<file path="src/rtl/sys_pkg.sv">
// -----------------------------------------------------------------------------
// sys_pkg
// Shared definitions for the UART command controller:
//   - command opcodes recognised in IDLE
//   - register-file addresses used to stage ALU operands
//   - FSM state enumeration of sys_cmd_ctrl
// -----------------------------------------------------------------------------
package sys_pkg;

    localparam logic [7:0] CMD_WR      = 8'hAA;  // write: cmd, addr, data
    localparam logic [7:0] CMD_RD      = 8'hBB;  // read:  cmd, addr
    localparam logic [7:0] CMD_ALU_OP  = 8'hCC;  // ALU:   cmd, A, B, func
    localparam logic [7:0] CMD_ALU_NOP = 8'hDD;  // ALU:   cmd, func

    localparam int unsigned OPA_ADDR = 0;
    localparam int unsigned OPB_ADDR = 1;

    typedef enum logic [3:0] {
        S_IDLE,
        S_WR_ADDR,
        S_WR_DATA,
        S_RD_ADDR,
        S_RD_WAIT,
        S_OP_A,
        S_OP_B,
        S_FUNC,
        S_ALU_WAIT,
        S_TX_LO,
        S_TX_HI,
        S_TX_RD
    } state_t;

endpackage

</file>
<file path="src/rtl/sys_cmd_ctrl.sv">
// -----------------------------------------------------------------------------
// sys_cmd_ctrl
// Decodes command bytes arriving from a UART receiver and drives a register
// file, an ALU and a TX FIFO.
//
// Ports:
//   CLK, RST        single clock, synchronous active-high reset
//   RX_P_DATA/RX_D_VLD   received byte and its one-cycle qualifier
//   ADDRESS, WR_EN, WR_DATA, RD_EN   register-file access (strobes one cycle)
//   RD_DATA/RD_DATA_VLD  register-file read return
//   ALU_EN, ALU_FUN      ALU start strobe and function code
//   ALU_OUT/ALU_OUT_VLD  ALU result (2*DATA_WIDTH) and qualifier
//   CLK_GATE_EN          ALU clock-gate enable
//   TX_DATA, TX_PUSH, TX_FULL  TX FIFO write interface
// -----------------------------------------------------------------------------
module sys_cmd_ctrl
    import sys_pkg::*;
#(
    parameter int DATA_WIDTH = 8,
    parameter int ADDR_WIDTH = 4
) (
    input  logic                    CLK,
    input  logic                    RST,
    input  logic [DATA_WIDTH-1:0]   RX_P_DATA,
    input  logic                    RX_D_VLD,
    output logic [ADDR_WIDTH-1:0]   ADDRESS,
    output logic                    WR_EN,
    output logic [DATA_WIDTH-1:0]   WR_DATA,
    output logic                    RD_EN,
    input  logic [DATA_WIDTH-1:0]   RD_DATA,
    input  logic                    RD_DATA_VLD,
    output logic                    ALU_EN,
    output logic [3:0]              ALU_FUN,
    input  logic [2*DATA_WIDTH-1:0] ALU_OUT,
    input  logic                    ALU_OUT_VLD,
    output logic                    CLK_GATE_EN,
    output logic [DATA_WIDTH-1:0]   TX_DATA,
    output logic                    TX_PUSH,
    input  logic                    TX_FULL
);

    state_t                  state_q,   state_d;
    logic [ADDR_WIDTH-1:0]   address_q, address_d;
    logic                    wr_en_q,   wr_en_d;
    logic [DATA_WIDTH-1:0]   wr_data_q, wr_data_d;
    logic                    rd_en_q,   rd_en_d;
    logic                    alu_en_q,  alu_en_d;
    logic [3:0]              alu_fun_q, alu_fun_d;
    logic [DATA_WIDTH-1:0]   rd_byte_q, rd_byte_d;
    logic [2*DATA_WIDTH-1:0] alu_res_q, alu_res_d;

    logic                    tx_push;
    logic [DATA_WIDTH-1:0]   tx_data;

    always_comb begin
        state_d   = state_q;
        address_d = address_q;
        wr_en_d   = 1'b0;
        wr_data_d = wr_data_q;
        rd_en_d   = 1'b0;
        alu_en_d  = 1'b0;
        alu_fun_d = alu_fun_q;
        rd_byte_d = rd_byte_q;
        alu_res_d = alu_res_q;
        tx_push   = 1'b0;
        tx_data   = '0;

        case (state_q)
            S_IDLE: begin
                if (RX_D_VLD) begin
                    if (RX_P_DATA == DATA_WIDTH'(CMD_WR))
                        state_d = S_WR_ADDR;
                    else if (RX_P_DATA == DATA_WIDTH'(CMD_RD))
                        state_d = S_RD_ADDR;
                    else if (RX_P_DATA == DATA_WIDTH'(CMD_ALU_OP))
                        state_d = S_OP_A;
                    else if (RX_P_DATA == DATA_WIDTH'(CMD_ALU_NOP))
                        state_d = S_FUNC;
                end
            end
            S_WR_ADDR: begin
                if (RX_D_VLD) begin
                    address_d = RX_P_DATA[ADDR_WIDTH-1:0];
                    state_d   = S_WR_DATA;
                end
            end
            S_WR_DATA: begin
                if (RX_D_VLD) begin
                    wr_data_d = RX_P_DATA;
                    wr_en_d   = 1'b1;
                    state_d   = S_IDLE;
                end
            end
            S_RD_ADDR: begin
                if (RX_D_VLD) begin
                    address_d = RX_P_DATA[ADDR_WIDTH-1:0];
                    rd_en_d   = 1'b1;
                    state_d   = S_RD_WAIT;
                end
            end
            S_RD_WAIT: begin
                if (RD_DATA_VLD) begin
                    rd_byte_d = RD_DATA;
                    state_d   = S_TX_RD;
                end
            end
            S_OP_A: begin
                if (RX_D_VLD) begin
                    address_d = ADDR_WIDTH'(OPA_ADDR);
                    wr_data_d = RX_P_DATA;
                    wr_en_d   = 1'b1;
                    state_d   = S_OP_B;
                end
            end
            S_OP_B: begin
                if (RX_D_VLD) begin
                    address_d = ADDR_WIDTH'(OPB_ADDR);
                    wr_data_d = RX_P_DATA;
                    wr_en_d   = 1'b1;
                    state_d   = S_FUNC;
                end
            end
            S_FUNC: begin
                if (RX_D_VLD) begin
                    alu_en_d  = 1'b1;
                    alu_fun_d = RX_P_DATA[3:0];
                    state_d   = S_ALU_WAIT;
                end
            end
            S_ALU_WAIT: begin
                if (ALU_OUT_VLD) begin
                    alu_res_d = ALU_OUT;
                    state_d   = S_TX_LO;
                end
            end
            // TX states: TX_DATA is presented for as long as the state is held,
            // and the push (and advance) happens only in a cycle with room.
            S_TX_LO: begin
                tx_data = alu_res_q[DATA_WIDTH-1:0];
                tx_push = !TX_FULL;
                if (!TX_FULL) state_d = S_TX_HI;
            end
            S_TX_HI: begin
                tx_data = alu_res_q[2*DATA_WIDTH-1:DATA_WIDTH];
                tx_push = !TX_FULL;
                if (!TX_FULL) state_d = S_IDLE;
            end
            S_TX_RD: begin
                tx_data = rd_byte_q;
                tx_push = !TX_FULL;
                if (!TX_FULL) state_d = S_IDLE;
            end
            default: state_d = S_IDLE;
        endcase
    end

    always_ff @(posedge CLK) begin
        if (RST) begin
            state_q   <= S_IDLE;
            address_q <= '0;
            wr_en_q   <= 1'b0;
            wr_data_q <= '0;
            rd_en_q   <= 1'b0;
            alu_en_q  <= 1'b0;
            alu_fun_q <= '0;
            rd_byte_q <= '0;
            alu_res_q <= '0;
        end else begin
            state_q   <= state_d;
            address_q <= address_d;
            wr_en_q   <= wr_en_d;
            wr_data_q <= wr_data_d;
            rd_en_q   <= rd_en_d;
            alu_en_q  <= alu_en_d;
            alu_fun_q <= alu_fun_d;
            rd_byte_q <= rd_byte_d;
            alu_res_q <= alu_res_d;
        end
    end

    assign ADDRESS     = address_q;
    assign WR_EN       = wr_en_q;
    assign WR_DATA     = wr_data_q;
    assign RD_EN       = rd_en_q;
    assign ALU_EN      = alu_en_q;
    assign ALU_FUN     = alu_fun_q;
    // ALU_EN is issued in the first ALU_WAIT cycle and the result is captured
    // in the last one, so the gate window is exactly the ALU_WAIT state.
    assign CLK_GATE_EN = (state_q == S_ALU_WAIT);
    assign TX_DATA     = tx_data;
    assign TX_PUSH     = tx_push;

endmodule

</file>
<file path="config.mk">
export PLATFORM = sky130hd
export DESIGN_NAME = sys_cmd_ctrl
export DESIGN_NICKNAME = d
export VERILOG_FILES = /design/src/rtl/sys_pkg.sv /design/src/rtl/sys_cmd_ctrl.sv
export SDC_FILE = /design/constraint.sdc
export NUM_CORES = 1
export LEC_CHECK = 0
export CAP_MARGIN = 15
export CORE_ASPECT_RATIO = 1.75
export CORE_MARGIN = 8
export CORE_UTILIZATION = 40
export DETAILED_ROUTE_END_ITERATION = 12
export GPL_ROUTABILITY_DRIVEN = 0
export GPL_TIMING_DRIVEN = 0
export PLACE_DENSITY = 0.7
export SYNTH_ARGS = -nofsm -noshare
export SYNTH_HDL_FRONTEND = slang
export SYNTH_SLANG_ARGS = --single-unit
</file>
<file path="constraint.sdc">
create_clock -name CLK -period 5.2 [get_ports CLK]
set_clock_uncertainty 0.15 [all_clocks]
set_input_delay 0.78 -clock CLK [delete_from_list [all_inputs] [get_ports CLK]]
set_output_delay 0.78 -clock CLK [all_outputs]
set_load 0.005 [all_outputs]
</file>
Yosys cells after proc, flatten, opt, wreduce, memory -nomap -nowiden
Cells that the tools add are included.
Word-level totals
  register bits: 47
  bits in latches: 0
  bits in writable memories: 0
  ROM bits: 0
  input port bits: 38
  output and inout bits: 29
  word-level logic and storage cells: 78
  memories kept: 0
Cells by class
  $add $sub $neg: 0
  $mul: 0
  div/mod/pow operators: 0
  order comparisons: 0
  equality and inequality tests: 28
  shift operators: 0
  mux-type cells: 22
  bitwise gates (word level): 3
  reductions and logical operators: 16
Operator list (count)
  4-bit two-way mux: 17
  4-bit case mux with 11 select lines: 1
  8-bit == test (second input constant): 4
  8-bit case mux with 3 select lines: 1
  2-bit inequality test (second input constant): 11
  4-bit by 3-bit == test with 1-bit output (second input constant): 4
  4-bit == test (second input constant): 4
  4-bit case mux with 3 select lines: 1
  12-bit AND reduction: 1
  2-bit OR reduction: 5
  4-bit by 2-bit == test with 1-bit output (second input constant): 2
  2-bit AND reduction: 4
  3-bit OR reduction: 2
  5-bit inequality test (second input constant): 1
  4-bit by 1-bit == test with 1-bit output (second input constant): 1
  4-bit logical NOT: 1
  4-bit AND reduction: 1
  1-bit NOT: 3
  3-bit nonzero test: 1
  1-bit two-way mux: 2
  2-bit by 1-bit inequality test with 1-bit output (second input constant): 1
  1-bit logical NOT: 1

Depth between registers and ports, before layout
Gate-level depths: netlist of the first run.
  depth in word-level cells: 7
  depth in mapped cells: 7

Worst setup path after synthesis of the first run
No wires, ideal clock.
  kind: reg2out
  start point: register state_q[3]
  end point: output port TX_DATA[0]
  arrival time: 1.266 ns
  setup slack: 3.004 ns
  stages on the path, launching flop included: 6
  buffers on the path: 1
  cell sequence: dfxtp_1 > clkbuf_1 > nand2_1 > nor3_2 > a222oi_1 > inv_1
On the way
  longest elaborated chain between the ends: 2
  elaborated cells on any way between the ends: 4
Ends and longest elaborated chain
  start: declaration: RTL line sys_cmd_ctrl.sv:42  | state_t state_q, state_d;
  start signal: assignment: RTL line sys_cmd_ctrl.sv:169  | state_q <= state_d;
  4-bit == test: RTL line sys_cmd_ctrl.sv:68  | case (state_q)
  8-bit case mux with 3 select lines *: RTL line sys_cmd_ctrl.sv:68
  end: declaration: RTL line sys_cmd_ctrl.sv:37  | output logic [DATA_WIDTH-1:0] TX_DATA,
Every way passes the cells marked *; elsewhere a longest branch is shown, timed or not.

Final worst setup path of the first run
  start point: register state_q[3]
  end point: output port TX_DATA[2]
Same word-level chain as after synthesis.

==> impl_metrics.csv, run 1 <==
group,metric,value,unit
critical_path,arrival,2.52,ns
layout,nNetsFinal,356,
logic_synthesis,synthAdderAreaFrac,0,
placement,io_buffer_count,65,
logic_synthesis,ys.warnings.count,0,
logic_synthesis,post_synth_and_or_nand_nor_area_fraction,0.227,
critical_path,worstSetupPathType,"flop to output port",
sta,worst_pin_slew,0.586,ns
cts,cts_inserted_buffers,5,
drt,wl_per_cell,15.3,um
global_route,overflow,0,
min_path,hp-class,"flop to flop",
cts,cts_hold_buf,0,
cts,cts_tree,"built",
cts,clkLatencyLatePin,0.30,ns
logic_synthesis,synth_top_cells_by_area,"dfxtp_1 (44%), mux2i_1 (11%), nand2_1 (6.7%)",
job,drv_cap,0,
cts,cts_sinks,47,
floorplan,num_io_pins,67,
logic_synthesis,synth_edf_count,0,
sta,relSlewSlack,0.608,
logic_synthesis,async_reset_ff_frac,0,
logic_synthesis,synth-compound-area-share,0.154,
logic_synthesis,synth_cells,246,
drt,route.met3.wl,412,um
placement,pre_cts_slack,2.12,ns
logic_synthesis,synthXorXnorAreaFrac,0.00819,
placement,post-dp-hpwl,4440,um
drt,top_layer_used,"met4",
critical_path,critical_path_required,4.27,ns
sta,max_freq,290,MHz
power,vdd_drop_max,0.238,mV
logic_synthesis,synth.distinct_cells,39,
critical_path,r2r-start,"state_q[1]",
global_route,grt_max_degree,16,
global_route,grt_antenna_before_repair,0,
critical_path,end_kind,"output port",
floorplan,die_y,113,um
sta,fin_crit_sh,0.664,
global_route,grt_pass1_vias,1977,
logic_synthesis,synth-seq-cells,47,
logic_synthesis,synth_nets,284,
global_route,grt_pass1_wl,9390,um
status,outcome,"finished, final reports clean",
floorplan,num_rows,35,
layout,drive_gt1_frac,0.0784,
floorplan,start_util,0.411,
logic_synthesis,yosysTopAreaCell,"dfxtp_1",
power,power_density,313,mW/mm2
layout,area_growth,38.2,%
min_path,hp-start,"alu_res_q[6]",
cts,htreeDepth,2,
drt,wl_met1,2230,um
floorplan,dieArea,0.00804,mm2
critical_path,r2r_cells,6,
sta,fin_crit,3.45,ns
logic_synthesis,ys_seq_area_frac,0.440,
sta,rsz0062_at_grt,"no",
sta,final.setup.tns,0,ns
sta,setup_violations,0,
layout,antenna_cells,0,
drt,viasPerCell,5.28,
logic_synthesis,ys.flop_type,"dfxtp_1",
drt,drtPass1Iterations,6,
critical_path,path_max_fanout,10,
sta,report.final.hold_viol_count,0,
drt,ant_nets,0,
power,power_leakage,1.13,nW
logic_synthesis,synth.top_cell.area_share,0.440,
drt,drt_iter0_drc,95,
sta,slew_violations,0,
drt,drt_wl_total,5730,um
logic_synthesis,synth_top_family_by_area,"simple AND/OR/NAND/NOR gates",
layout,most-common-layout-cells,"clkdlybuf4s50_1 (65), dfxtp_1 (47), nand2_1 (38), nor2_1 (27), a21oi_1 (25)",
sta,fin_ws,1.75,ns
drt,vias,1976,
layout,final_common_cell,"clkdlybuf4s50_1",
global_route,grt.total_usage,0.146,
layout,fill_cells,505,
logic_synthesis,synth_mux_area_frac,0.113,
floorplan,coreArea,0.00521,mm2
logic_synthesis,synthesis.area,0.00214,mm2
drt,wl_met2,2990,um
logic_synthesis,syn_avg_cell_area,8.70,um2
min_path,min_path_cells,2,
floorplan,dieWidth,71.3,um
cts,postCtsSetupRepairBufs,0,
drt,drcViolationCount,0,
critical_path,critPathLaunchType,"flop",
cts,cts_buffer_depth,2,
critical_path,worstSetupStartpoint,"state_q[3]",
cts,clock_tree.root_cell,"clkbuf_8",
cts,cts_resized,0,
cts,clk_pin_slew,0.09,ns
[report_power, final]
part	internal [W]	total, W	switching, W	leakage [nW]
Combinational	0.000142	0.000287	0.000145	0.700
Clock	0.000108	0.000230	0.000122	0.0474
Sequential	0.000391	0.000409	0.0000187	0.380
Total	0.000641	0.000926	0.000285	1.13
[worst paths after layout]
path	end	slack, ns
max	TX_DATA[2]	1.75
min	alu_res_q[6]	0.31
max reg2reg	ALU_FUN[2]	3.20
min reg2reg	alu_res_q[6]	0.31
[sequential cells by signal (all words and copies together), names as in the netlist]
signal / flops
alu_res_q: 16
WR_DATA: 8
rd_byte_q: 8
ADDRESS: 4
ALU_FUN: 4
state_q: 4
ALU_EN: 1
RD_EN: 1
WR_EN: 1
[logic make-up after synthesis]
group / after synthesis
AOI/OAI and AO/OA: 47
xor gates and xnor gates: 2
buffers and inverters: 27
DFF: 47
muxes: 24
and+or+nand+nor: 99
[Yosys cell counts (all sizes together), types with 2 or more instances]
master	n
nand2b	8
buf	7
o21ai	4
dfxtp	47
o2111ai	2
nor4	2
nand3	5
and2	3
a222oi	8
inv	12
mux2i	23
nand3b	3
a2111oi	2
and4bb	2
nor2	27
a21oi	26
clkbuf	8
nor3	4
nand2	38
[metal layers]
| metal | up-vias | global-route usage |
|---|---|---|
| li1 | 999 | - |
| met1 | 890 | 0.154 |
| met2 | 81 | 0.259 |
| met3 | 6 | 0.0407 |
| met4 | 0 | 0.0615 |
| met5 | - | 0 |
[worst max-delay path: stages (launching register included)]
cell and delay [ns]:
dfxtp_1 0.45, clkbuf_1 0.32, nand2_1 0.14, nor3_2 0.46, a222oi_1 0.23, inv_1 0.11
clkdlybuf4s50_1 0.50
[area by class of cell]
| cell class | instances | area, um2 | share of cell area |
|---|---|---|---|
| multi-input combinational | 172 | 1070 | 0.363 |
| sequential | 47 | 941 | 0.318 |
| timing repair buffer | 65 | 651 | 0.220 |
| clock buffer | 6 | 82.6 | 0.0279 |
| buffer | 15 | 80.1 | 0.0271 |
| tap | 55 | 68.8 | 0.0233 |
| inverter | 12 | 45.0 | 0.0152 |
| clock inverter | 2 | 16.3 | 0.00550 |
[through the flow]
stage / std cells / power (W) / cell area (um2) / util / hold WS (ns)
after CTS: 374 / 0.000935 / 2960 / 0.568 / 0.309
after detailed placement: 366 / 0.000705 / 2860 / 0.549 / 0.298
final: 374 / 0.000926 / 2960 / 0.568 / 0.307
after global routing: 374 / 0.000984 / 2960 / 0.568 / 0.327
after global placement: 366 / 0.000702 / 2860 / 0.549 / 0.291
after floorplan: 246 / 0.000606 / 2140 / - / 0.286
Power figures use the tool's default switching activity.
==> run 2: changes to the inputs <==
Settings changed: PLACE_DENSITY 0.7 to 0.73.
Clock period 5.2 ns to 3.15 ns, I/O delays scaled along.
==> run 2 against run 1 <==
- sequential power rose by 66%
- combinational power rose by 68%
- clock power rose by 52%
- die area did not move
- register-to-register slack got worse by 2.0 ns
- critical path type unchanged
==> impl_metrics.csv, run 2 (synthesis gave the netlist of run 1 again) <==
group,metric,value,unit
status,outcome,"finished, final reports clean",
critical_path,crit_cells,6,
sta,worst_pin_slew,0.588,ns
sta,fin_crit_sh,0.929,
floorplan,dieArea,0.00804,mm2
layout,fill_cells,491,
global_route,grt_max_degree,15,
global_route,overflow,0,
critical_path,critPathLaunchType,"flop",
layout,drive_gt1_frac,0.0815,
floorplan,num_rows,35,
min_path,min_to,"alu_res_q[9]",
sta,fin_crit,2.93,ns
placement,io_buffer_count,65,
power,power_density,510,mW/mm2
sta,setup_violations,0,
floorplan,start_util,0.411,
layout,nNetsFinal,356,
min_path,hp-class,"flop to flop",
sta,rsz0062_at_grt,"no",
critical_path,r2r-start,"state_q[1]",
critical_path,worstSetupPathType,"flop to output port",
critical_path,r2r-end,"ALU_FUN[2]",
drt,drtPass1Iterations,4,
floorplan,num_io_pins,67,
sta,whs,0.310,ns
critical_path,cpLargestDelayFamily,"buffers and inverters",
placement,post-dp-hpwl,4690,um
min_path,min_path_cells,2,
layout,most-common-layout-cells,"clkdlybuf4s50_1 (65), dfxtp_1 (47), nand2_1 (38), nor2_1 (26), a21oi_1 (25)",
layout,area_growth,38.4,%
layout,antenna_cells,0,
cts,cts_tree,"built",
global_route,grt_pass1_wl,9720,um
cts,clk_pin_slew,0.08,ns
sta,fin_ws,0.225,ns
floorplan,die_y,113,um
cts,cts_hold_buf,0,
drt,vias,1998,
cts,clkLatencyLatePin,0.29,ns
critical_path,critical_path_required,2.53,ns
drt,drt_iter0_drc,92,
placement,placed_area,0.00286,mm2
sta,report.final.hold_viol_count,0,
sta,max_freq,342,MHz
floorplan,dieWidth,71.3,um
power,vdd_drop_max,0.298,mV
layout,final_util,0.568,
critical_path,r2r_cells,6,
critical_path,critPathMaxStageDelay,0.50,ns
critical_path,worst-r2r-setup-slack,1.16,ns
layout,largest_register_ffs,16,
layout,final_common_cell,"clkdlybuf4s50_1",
cts,htreeDepth,2,
cts,cts_inserted_buffers,5,
cts,cts_sinks,47,
placement,pre_cts_slack,0.300,ns
drt,wl_per_cell,15.9,um
critical_path,path_max_fanout,10,
power,power_leakage,1.12,nW
layout,fin_area,0.00296,mm2
floorplan,coreArea,0.00521,mm2
sta,final.setup.tns,0,ns
critical_path,arrival,2.30,ns
min_path,hp-start,"alu_res_q[9]",
job,drv_cap,0,
drt,drcViolationCount,0,
critical_path,end_kind,"output port",
global_route,grt_antenna_before_repair,0,
drt,ant_nets,0,
global_route,grt_pass1_vias,1968,
critical_path,worst-path-buf-inv,3,
global_route,grt.total_usage,0.150,
sta,slew_violations,0,
critical_path,slowest_stage,"clkdlybuf4s50_1",
cts,postCtsSetupRepairBufs,0,
sta,relSlewSlack,0.607,
cts,clock_tree.root_cell,"clkbuf_8",
layout,top_register,"alu_res_q",
drt,drt_wl_total,5940,um
drt,viasPerCell,5.34,
cts,cts_buffer_depth,2,
critical_path,cp_cell_sequence,"clkbuf_2, nand2_1, nor2_2, a222oi_1, inv_1, clkdlybuf4s50_1",
-- run 2: repair_timing --
item                                    in CTS  in global routing
pin swaps                                    0                  0
resized for setup                            2                  3
endpoints found under the hold margin        0                  0
endpoints found under the setup margin       7                  8
-- run 2: worst max path at each step --
stage                     startpoint         end  slack (ns)
after global routing      state_q[3]  TX_DATA[2]        0.04
after global placement    state_q[3]  TX_DATA[0]        0.36
after detailed placement  state_q[3]  TX_DATA[0]        0.30
after floorplan           state_q[3]  TX_DATA[0]        1.26
after CTS                 state_q[3]  TX_DATA[0]        0.07
final                     state_q[3]  TX_DATA[0]        0.22
-- run 2: metrics by stage --
stage	cells	power, W
after global routing	374	0.00160
after global placement	366	0.00116
after floorplan	246	0.00100
final	374	0.00151
after CTS	374	0.00152
after detailed placement	366	0.00117
-- run 2: cell type report --
| class | instances | area (um2) | area share |
|---|---|---|---|
| flip-flops and latches | 47 | 941 | 0.318 |
| multi-input cells | 172 | 1090 | 0.368 |
| well taps | 55 | 68.8 | 0.0232 |
| repair buffers | 65 | 651 | 0.220 |
| plain buffers | 15 | 81.3 | 0.0275 |
| clock inverters | 2 | 12.5 | 0.00423 |
| clock buffers | 6 | 72.6 | 0.0245 |
| inverters | 12 | 45.0 | 0.0152 |
-- run 2: where the power goes --
| part | switching [W] | internal [W] | total [W] | leakage (nW) |
|---|---|---|---|---|
| clock network | 0.000194 | 0.000155 | 0.000349 | 0.0412 |
| logic | 0.000246 | 0.000236 | 0.000483 | 0.701 |
| registers | 0.0000318 | 0.000645 | 0.000677 | 0.380 |
| total | 0.000472 | 0.00104 | 0.00151 | 1.12 |
-- run 2: per-layer routing --
| layer | GRT usage | share of wire |
|---|---|---|
| met2 | 0.278 | 0.54 |
| met5 | 0 | 0 |
| met4 | 0.0517 | 0.011 |
| met3 | 0.0407 | 0.064 |
| met1 | 0.153 | 0.38 |
-- run 2: worst register-to-register path: stages, from the launching register on --
cell and delay [ns]:
dfxtp_1 0.39, buf_2 0.23, buf_4 0.21, nand3b_1 0.13
nor2_1 0.45, mux2i_1 0.26, nor2_1 0.05
